==> config.mk <==
export PLATFORM = sky130hd
export DESIGN_NAME = fpu_ss_core_arbiter
export DESIGN_NICKNAME = d
export VERILOG_FILES = /design/src/rtl/fpu_ss_pkg.sv /design/src/rtl/fpu_ss_rr_arbiter.sv /design/src/rtl/fpu_ss_core_arbiter.sv
export SDC_FILE = /design/constraint.sdc
export NUM_CORES = 1
export LEC_CHECK = 0
export ABC_AREA = 1
export ABC_CLOCK_PERIOD_IN_PS = 8050
export CORE_MARGIN = 3
export CORE_UTILIZATION = 46
export CTS_CLUSTER_DIAMETER = 60
export DETAILED_ROUTE_END_ITERATION = 10
export PLACE_DENSITY = 0.9
export REMOVE_ABC_BUFFERS = 1
export SLEW_MARGIN = 25
export SYNTH_ARGS = -nofsm -noshare
export SYNTH_HDL_FRONTEND = slang
export SYNTH_SLANG_ARGS = --single-unit
export TNS_END_PERCENT = 50
==> constraint.sdc <==
create_clock -name clk_i -period 8.05 [get_ports clk_i]
set_input_delay 0.805 -clock clk_i [delete_from_list [all_inputs] [get_ports clk_i]]
set_output_delay 0.805 -clock clk_i [all_outputs]
set_load 0.005 [all_outputs]
==> src/rtl/fpu_ss_pkg.sv <==
// Shared types and constants for the FPU subsystem core arbiter.
//   arb_lock_state_e : lock FSM states of the round-robin arbiter
//   CORE_ID_W        : width of the core-ID fields at the subsystem boundary
//   CREDIT_W         : width of a per-core outstanding-instruction counter
package fpu_ss_pkg;

    typedef enum logic {
        UNLOCKED = 1'b0,
        LOCKED   = 1'b1
    } arb_lock_state_e;

    localparam int unsigned CORE_ID_W = 32;
    localparam int unsigned CREDIT_W  = 4;

endpackage

==> src/rtl/fpu_ss_rr_arbiter.sv <==
// Round-robin arbiter with grant locking.
// A request that is presented but not accepted locks the grant onto that
// requester until the handshake completes, so the winner cannot change
// while the subsystem is stalling.
// Ports:
//   clk_i, rst_ni : clock, asynchronous active-low reset
//   req_i         : per-requester eligible request
//   ready_i       : downstream accept
//   valid_o       : a grant is present
//   gnt_o         : one-hot grant
//   gnt_id_o      : granted index (0 when no grant)
module fpu_ss_rr_arbiter
    import fpu_ss_pkg::*;
#(
    parameter int unsigned NB_CORES = 8,
    localparam int unsigned IdxW    = $clog2(NB_CORES)
) (
    input  logic                clk_i,
    input  logic                rst_ni,
    input  logic [NB_CORES-1:0] req_i,
    input  logic                ready_i,
    output logic                valid_o,
    output logic [NB_CORES-1:0] gnt_o,
    output logic [IdxW-1:0]     gnt_id_o
);

    arb_lock_state_e state_q, state_d;
    logic [IdxW-1:0] ptr_q, ptr_d;
    logic [IdxW-1:0] lock_id_q, lock_id_d;
    logic [IdxW-1:0] win_id;
    logic            win_found;
    logic [IdxW:0]   cand;

    // First requester at or after ptr_q, with wrap-around.
    always_comb begin
        win_found = 1'b0;
        win_id    = '0;
        cand      = '0;
        for (int unsigned i = 0; i < NB_CORES; i++) begin
            cand = {1'b0, ptr_q} + (IdxW + 1)'(i);
            if (cand >= (IdxW + 1)'(NB_CORES)) begin
                cand = cand - (IdxW + 1)'(NB_CORES);
            end
            if (!win_found && req_i[cand[IdxW-1:0]]) begin
                win_found = 1'b1;
                win_id    = cand[IdxW-1:0];
            end
        end
    end

    always_comb begin
        state_d   = state_q;
        lock_id_d = lock_id_q;
        ptr_d     = ptr_q;
        valid_o   = 1'b0;
        gnt_id_o  = '0;
        unique case (state_q)
            UNLOCKED: begin
                valid_o  = win_found;
                gnt_id_o = win_id;
                if (win_found && !ready_i) begin
                    state_d   = LOCKED;
                    lock_id_d = win_id;
                end
            end
            LOCKED: begin
                // Requester is obliged to hold valid until accepted.
                valid_o  = 1'b1;
                gnt_id_o = lock_id_q;
                if (ready_i) begin
                    state_d = UNLOCKED;
                end
            end
            default: ;
        endcase
        if (valid_o && ready_i) begin
            ptr_d = (gnt_id_o == IdxW'(NB_CORES - 1)) ? '0 : gnt_id_o + 1'b1;
        end
    end

    assign gnt_o = valid_o ? (NB_CORES'(1) << gnt_id_o) : '0;

    always_ff @(posedge clk_i or negedge rst_ni) begin
        if (!rst_ni) begin
            state_q   <= UNLOCKED;
            lock_id_q <= '0;
            ptr_q     <= '0;
        end else begin
            state_q   <= state_d;
            lock_id_q <= lock_id_d;
            ptr_q     <= ptr_d;
        end
    end

endmodule

==> src/rtl/fpu_ss_core_arbiter.sv <==
// Shares one FPU subsystem between NB_CORES cores: round-robin issue
// arbitration with grant locking, result routing by core ID, outstanding
// instruction tracking for idle_o.
// Configuration macro FPU_SS_ARB_CREDIT_EN: when defined, per-core credit
// counters limit each core to MAX_OUTSTANDING issued-but-unreturned
// instructions; otherwise a single saturating global counter only feeds idle_o.
// Ports:
//   clk_i, rst_ni        : clock, asynchronous active-low reset
//   core_issue_valid_i/_ready_o : per-core issue handshake
//   ss_issue_valid_o/_ready_i   : issue handshake to the subsystem
//   ss_core_id_o         : granted core index, zero-extended
//   ss_result_valid_i/_ready_o, ss_result_core_id_i : result from subsystem
//   core_result_valid_o/_ready_i : per-core result handshake
//   idle_o               : nothing outstanding
//   err_o                : sticky, a result carried an out-of-range core ID
module fpu_ss_core_arbiter
    import fpu_ss_pkg::*;
#(
    parameter int unsigned NB_CORES        = 8,
    parameter int unsigned MAX_OUTSTANDING = 4
) (
    input  logic                 clk_i,
    input  logic                 rst_ni,
    input  logic [NB_CORES-1:0]  core_issue_valid_i,
    output logic [NB_CORES-1:0]  core_issue_ready_o,
    output logic                 ss_issue_valid_o,
    input  logic                 ss_issue_ready_i,
    output logic [CORE_ID_W-1:0] ss_core_id_o,
    input  logic                 ss_result_valid_i,
    input  logic [CORE_ID_W-1:0] ss_result_core_id_i,
    output logic                 ss_result_ready_o,
    output logic [NB_CORES-1:0]  core_result_valid_o,
    input  logic [NB_CORES-1:0]  core_result_ready_i,
    output logic                 idle_o,
    output logic                 err_o
);

    localparam int unsigned IdxW = $clog2(NB_CORES);

    logic [NB_CORES-1:0] eligible;
    logic [NB_CORES-1:0] gnt;
    logic [IdxW-1:0]     gnt_id;
    logic                issue_hs;
    logic                res_in_range;
    logic [IdxW-1:0]     res_id;
    logic [NB_CORES-1:0] res_sel;
    logic                res_hs;
    logic                err_q;

    // ---------------- issue path ----------------
    fpu_ss_rr_arbiter #(
        .NB_CORES (NB_CORES)
    ) u_rr_arbiter (
        .clk_i    (clk_i),
        .rst_ni   (rst_ni),
        .req_i    (eligible),
        .ready_i  (ss_issue_ready_i),
        .valid_o  (ss_issue_valid_o),
        .gnt_o    (gnt),
        .gnt_id_o (gnt_id)
    );

    assign issue_hs           = ss_issue_valid_o & ss_issue_ready_i;
    assign core_issue_ready_o = gnt & {NB_CORES{ss_issue_ready_i}};
    assign ss_core_id_o       = ss_issue_valid_o ? CORE_ID_W'(gnt_id) : '0;

    // ---------------- result path ----------------
    assign res_in_range        = ss_result_core_id_i < CORE_ID_W'(NB_CORES);
    assign res_id              = ss_result_core_id_i[IdxW-1:0];
    assign res_sel             = res_in_range ? (NB_CORES'(1) << res_id) : '0;
    assign core_result_valid_o = ss_result_valid_i ? res_sel : '0;
    // Out-of-range results are swallowed so the subsystem never stalls on them.
    assign ss_result_ready_o   = res_in_range ? core_result_ready_i[res_id] : 1'b1;
    // Only results actually delivered to a core return credit.
    assign res_hs              = ss_result_valid_i & ss_result_ready_o & res_in_range;

    always_ff @(posedge clk_i or negedge rst_ni) begin
        if (!rst_ni) begin
            err_q <= 1'b0;
        end else if (ss_result_valid_i && !res_in_range) begin
            err_q <= 1'b1;
        end
    end

    assign err_o = err_q;

    // ---------------- outstanding tracking ----------------
`ifdef FPU_SS_ARB_CREDIT_EN
    logic [CREDIT_W-1:0] cnt_q [NB_CORES];
    logic [CREDIT_W-1:0] cnt_d [NB_CORES];
    logic [NB_CORES-1:0] credit_ok;
    logic [NB_CORES-1:0] cnt_zero;

    always_comb begin
        for (int unsigned k = 0; k < NB_CORES; k++) begin
            cnt_d[k]     = cnt_q[k];
            credit_ok[k] = cnt_q[k] < CREDIT_W'(MAX_OUTSTANDING);
            cnt_zero[k]  = cnt_q[k] == '0;
            // core_issue_ready_o[k] implies a grant, i.e. an issue handshake.
            if (core_issue_ready_o[k] && !(res_hs && res_sel[k])) begin
                cnt_d[k] = cnt_q[k] + 1'b1;
            end else if (!core_issue_ready_o[k] && res_hs && res_sel[k]) begin
                cnt_d[k] = cnt_q[k] - 1'b1;
            end
        end
    end

    always_ff @(posedge clk_i or negedge rst_ni) begin
        if (!rst_ni) begin
            for (int unsigned k = 0; k < NB_CORES; k++) begin
                cnt_q[k] <= '0;
            end
        end else begin
            for (int unsigned k = 0; k < NB_CORES; k++) begin
                cnt_q[k] <= cnt_d[k];
            end
        end
    end

    assign eligible = core_issue_valid_i & credit_ok;
    assign idle_o   = &cnt_zero;
`else
    localparam int unsigned     GlobW   = $clog2(NB_CORES * MAX_OUTSTANDING + 1);
    localparam logic [GlobW-1:0] GlobMax = GlobW'(NB_CORES * MAX_OUTSTANDING);

    logic [GlobW-1:0] glob_q, glob_d;

    always_comb begin
        glob_d = glob_q;
        if (issue_hs && !res_hs && glob_q != GlobMax) begin
            glob_d = glob_q + 1'b1;
        end else if (!issue_hs && res_hs && glob_q != '0) begin
            glob_d = glob_q - 1'b1;
        end
    end

    always_ff @(posedge clk_i or negedge rst_ni) begin
        if (!rst_ni) begin
            glob_q <= '0;
        end else begin
            glob_q <= glob_d;
        end
    end

    assign eligible = core_issue_valid_i;
    assign idle_o   = glob_q == '0;
`endif

endmodule

==> impl_metrics.py <==
metrics = {
    "outcome": {
        "status": "finished clean",
    },
    "power": {
        "ir_worst_vdd_mv": 0.167,
        "leakage_nw": 1.41,
        "powerDensity_nw_per_um2": 400,
    },
    "timing": {
        "worst_pin_slew_ns": 0.722,
        "drv_slew": 0,
        "period_minus_slack_ns": 4.84,
        "post-route-period-util_pct": 60.2,
        "finalHoldViolations": 0,
        "skew_ns": 0.00175,
        "relSlewSlack_pct": 51.7,
        "rsz0062_at_grt": "false",
        "setup_viol": 0,
        "max_freq_ghz": 0.206,
        "tns_ns": 0,
    },
    "logic_synthesis": {
        "synthXorXnorAreaFrac_pct": 3.50,
        "synthTopCellsByArea": "dfrtp_1 (16%), nand2_1 (14%), buf_4 (9.7%), nand3_1 (9.3%), ha_1 (6.7%)",
        "synth_top_family_by_area": "simple AND/OR/NAND/NOR gates",
        "yosysTopAreaCellShare_pct": 15.6,
        "syn_area_um2": 2250,
        "synth_area_per_cell_um2": 6.82,
        "async_reset_ff_share_pct": 100,
        "synth_cell_types": 42,
        "synthFlopType": "dfrtp_1",
        "synth_area_leader_cell": "dfrtp_1",
        "syn_inst": 330,
        "synth-simple-area-share_pct": 48.4,
        "synth_edf_count": 0,
        "ys_ff_latch": 14,
        "synth_mux_area_share_pct": 0,
        "synth_seq_area_share_pct": 15.6,
        "synth_compound_area_share_pct": 7.56,
        "synth_fa_ha_area_share_pct": 7.56,
        "synth_warnings": 0,
    },
    "critical_path": {
        "cp-start-kind": "register",
        "timing.rr.end": "glob_q[5]",
        "timing.reg2reg.setup_slack_ns": 4.09,
        "critical_path_class": "reg -> out",
        "critPathArrivalTime_ns": 4.04,
        "cp.required_ns": 7.24,
        "path_max_fanout": 12,
        "critPathCaptureType": "output port",
        "regToRegStartpoint": "u_rr_arbiter.ptr_q[0]",
        "r2r_cells": 24,
    },
    "clock_network": {
        "clkSinkCount": 14,
        "clock_latency_ns": 0.25,
        "clock_path_buffers": 2,
        "cts_resized": 0,
        "post_cts_buffers": 0,
        "cts_tree": "built",
        "root_buffer": "clkbuf_8",
        "htreeDepth": 1,
        "cts_buffers": 3,
        "clk_pin_slew_ns": 0.06,
        "hold_buffers": 0,
    },
    "global_routing": {
        "grt_max_degree": 15,
        "grt_pass1_wl_um": 9820,
        "overflow": 0,
        "grt_antenna_before_repair": 0,
        "grt_pass1_vias": 2204,
        "grtUsageTotal_pct": 20.2,
    },
    "routing": {
        "drt-total-wl_um": 6080,
        "drt_iter0_markers": 203,
        "vias_per_cell": 5.04,
        "ant_nets": 0,
        "vias": 2362,
        "drtPass1Iterations": 4,
        "drc": 0,
        "wl_per_cell_um": 13.0,
    },
    "placed_design": {
        "gp_congestion": 0.936,
        "dp.cells": 465,
        "dp_hpwl_um": 5300,
        "io_buffers": 74,
    },
    "worst_hold_path": {
        "whs_endpoint": "u_rr_arbiter.lock_id_q[2]",
        "min_path_type": "reg -> reg",
        "hold_start": "u_rr_arbiter.lock_id_q[2]",
        "hold_depth": 2,
    },
    "job": {
        "max_cap_viol_count": 0,
    },
    "die": {
        "die_x_um": 75.9,
        "coreArea_um2": 4530,
        "die_area_um2": 5770,
        "initial_core_util_pct": 49.6,
        "row_count": 24,
        "io_pins": 104,
        "die_h_um": 75.9,
    },
    "final_layout": {
        "nNetsFinal": 470,
        "fin_util_pct": 65.7,
        "finalNonFillerCells": 469,
        "diodes": 0,
        "drive_above_1_share_pct": 13.4,
        "fill_cells": 401,
        "syn2layout_area_growth_pct": 32.5,
    },
}
[worst max-delay path, cell delays in order, from the launching register on]
cell and delay, ns:
dfrtp_1 0.60, inv_2 0.18, ha_1 0.46, inv_2 0.17
nand3_2 0.15, nand2_1 0.09, nand2_1 0.05, nand2_1 0.13
nand3_2 0.12, nor2_4 0.13, nand4_2 0.12, inv_1 0.10
nand2_1 0.05, nand3_1 0.12, nand2_1 0.08, o21ai_0 0.15
ha_1 0.24, ha_1 0.17, inv_1 0.04, nor2_1 0.10
clkdlybuf4s50_1 0.52
[report_power, final]
| group | internal (W) | total [W] | switching [W] |
|---|---|---|---|
| clock | 0.0000434 | 0.0000711 | 0.0000277 |
| sequential | 0.000102 | 0.000151 | 0.0000490 |
| combinational | 0.000365 | 0.000970 | 0.000604 |
| total | 0.000511 | 0.00119 | 0.000681 |
[final cells by class]
cell class              instances  area (µm²)  area share (%)
clock buffers                   4        55.1            1.85
inverters                      35         136            4.58
multi-input cells             277        1620            54.2
flip-flops and latches         14         350            11.8
well taps                      65        81.3            2.73
repair buffers                 74         741            24.9
[registers in the layout, summed over array words and instances, names as in the netlist]
signal	flops
glob_q	6
u_rr_arbiter.lock_id_q	3
u_rr_arbiter.ptr_q	3
err_o	1
u_rr_arbiter.state_q	1
[per-layer routing]
metal	track usage (%)	vias to the layer above	share of wire (%)
li1	-	1180	-
met1	24.5	1090	40
met2	36.8	86	52
met3	3.32	6	7.0
met4	5.43	0	0.90
met5	0	-	0
[logic make-up (layout without fill, tap and decap cells)]
family	after synthesis	after routing
xor+xnor	6	6
fa+ha+maj	13	13
flops	14	14
simple gates	201	201
buf+inv	67	113
compound gates	28	28
other cells	1	29
[placed cells by master, fill, tap and decap left out, types with 2 or more instances in the layout]
cell type and count:
a21oi_1 12, clkbuf_8 4, clkdlybuf4s50_1 74, conb_1 29, dfrtp_1 14, ha_1 12, inv_1 22, inv_2 11
inv_4 2, nand2_1 86, nand2_2 5, nand2_4 5, nand2_8 2, nand3_1 42, nand3_2 7, nand3b_1 2
nand4_1 5, nand4_4 2, nor2_1 21, nor2_2 4, nor2_4 2, nor3_1 5, nor4_1 6, o21ai_0 8
o21ai_1 2, or2_2 2, xor2_1 3
[how the worst max path moves through the flow]
| stage | start | end | slack (ns) | cells past startpoint |
|---|---|---|---|---|
| floorplan | u_rr_arbiter.ptr_q[0] | core_issue_ready_o[7] | 4.53 | 17 |
| global placement | u_rr_arbiter.ptr_q[0] | core_issue_ready_o[7] | 3.64 | 18 |
| global route | u_rr_arbiter.ptr_q[0] | core_issue_ready_o[7] | 2.89 | 20 |
| finish | u_rr_arbiter.ptr_q[0] | core_issue_ready_o[7] | 3.21 | 20 |
| CTS | u_rr_arbiter.ptr_q[0] | core_issue_ready_o[7] | 3.22 | 20 |
| detailed placement | core_issue_valid_i[1] | core_issue_ready_o[7] | 3.50 | 19 |
[synthesized netlist by cell type, types with 2 or more instances]
library cell   n
nand3b_1       2
nor2_1        21
nand2_4        5
ha_1          12
inv_4          2
nand3_2        7
buf_6          3
nor4_1         6
inv_1         22
dfrtp_1       14
or2_2          2
a21oi_1       12
nand4_1        5
nand2_1       86
nor2_2         4
nand4_4        2
inv_2         11
nand2_2        5
xor2_1         3
nand2_8        2
nor3_1         5
buf_4         29
o21ai_0        8
nand3_1       42
nor2_4         2
o21ai_1        2
[metrics by stage]
step                      total power [W]  hold slack, ns  area, µm²  setup WS [ns]
after floorplan                  0.000862           0.441       2100           4.53
after global placement            0.00108           0.456       2930           3.64
after detailed placement          0.00111           0.482       2930           3.50
after CTS                         0.00119           0.498       2980           3.22
after global routing              0.00130           0.517       2980           2.89
final                             0.00119           0.493       2980           3.21
No activity file was read; power rests on OpenSTA's default activity.
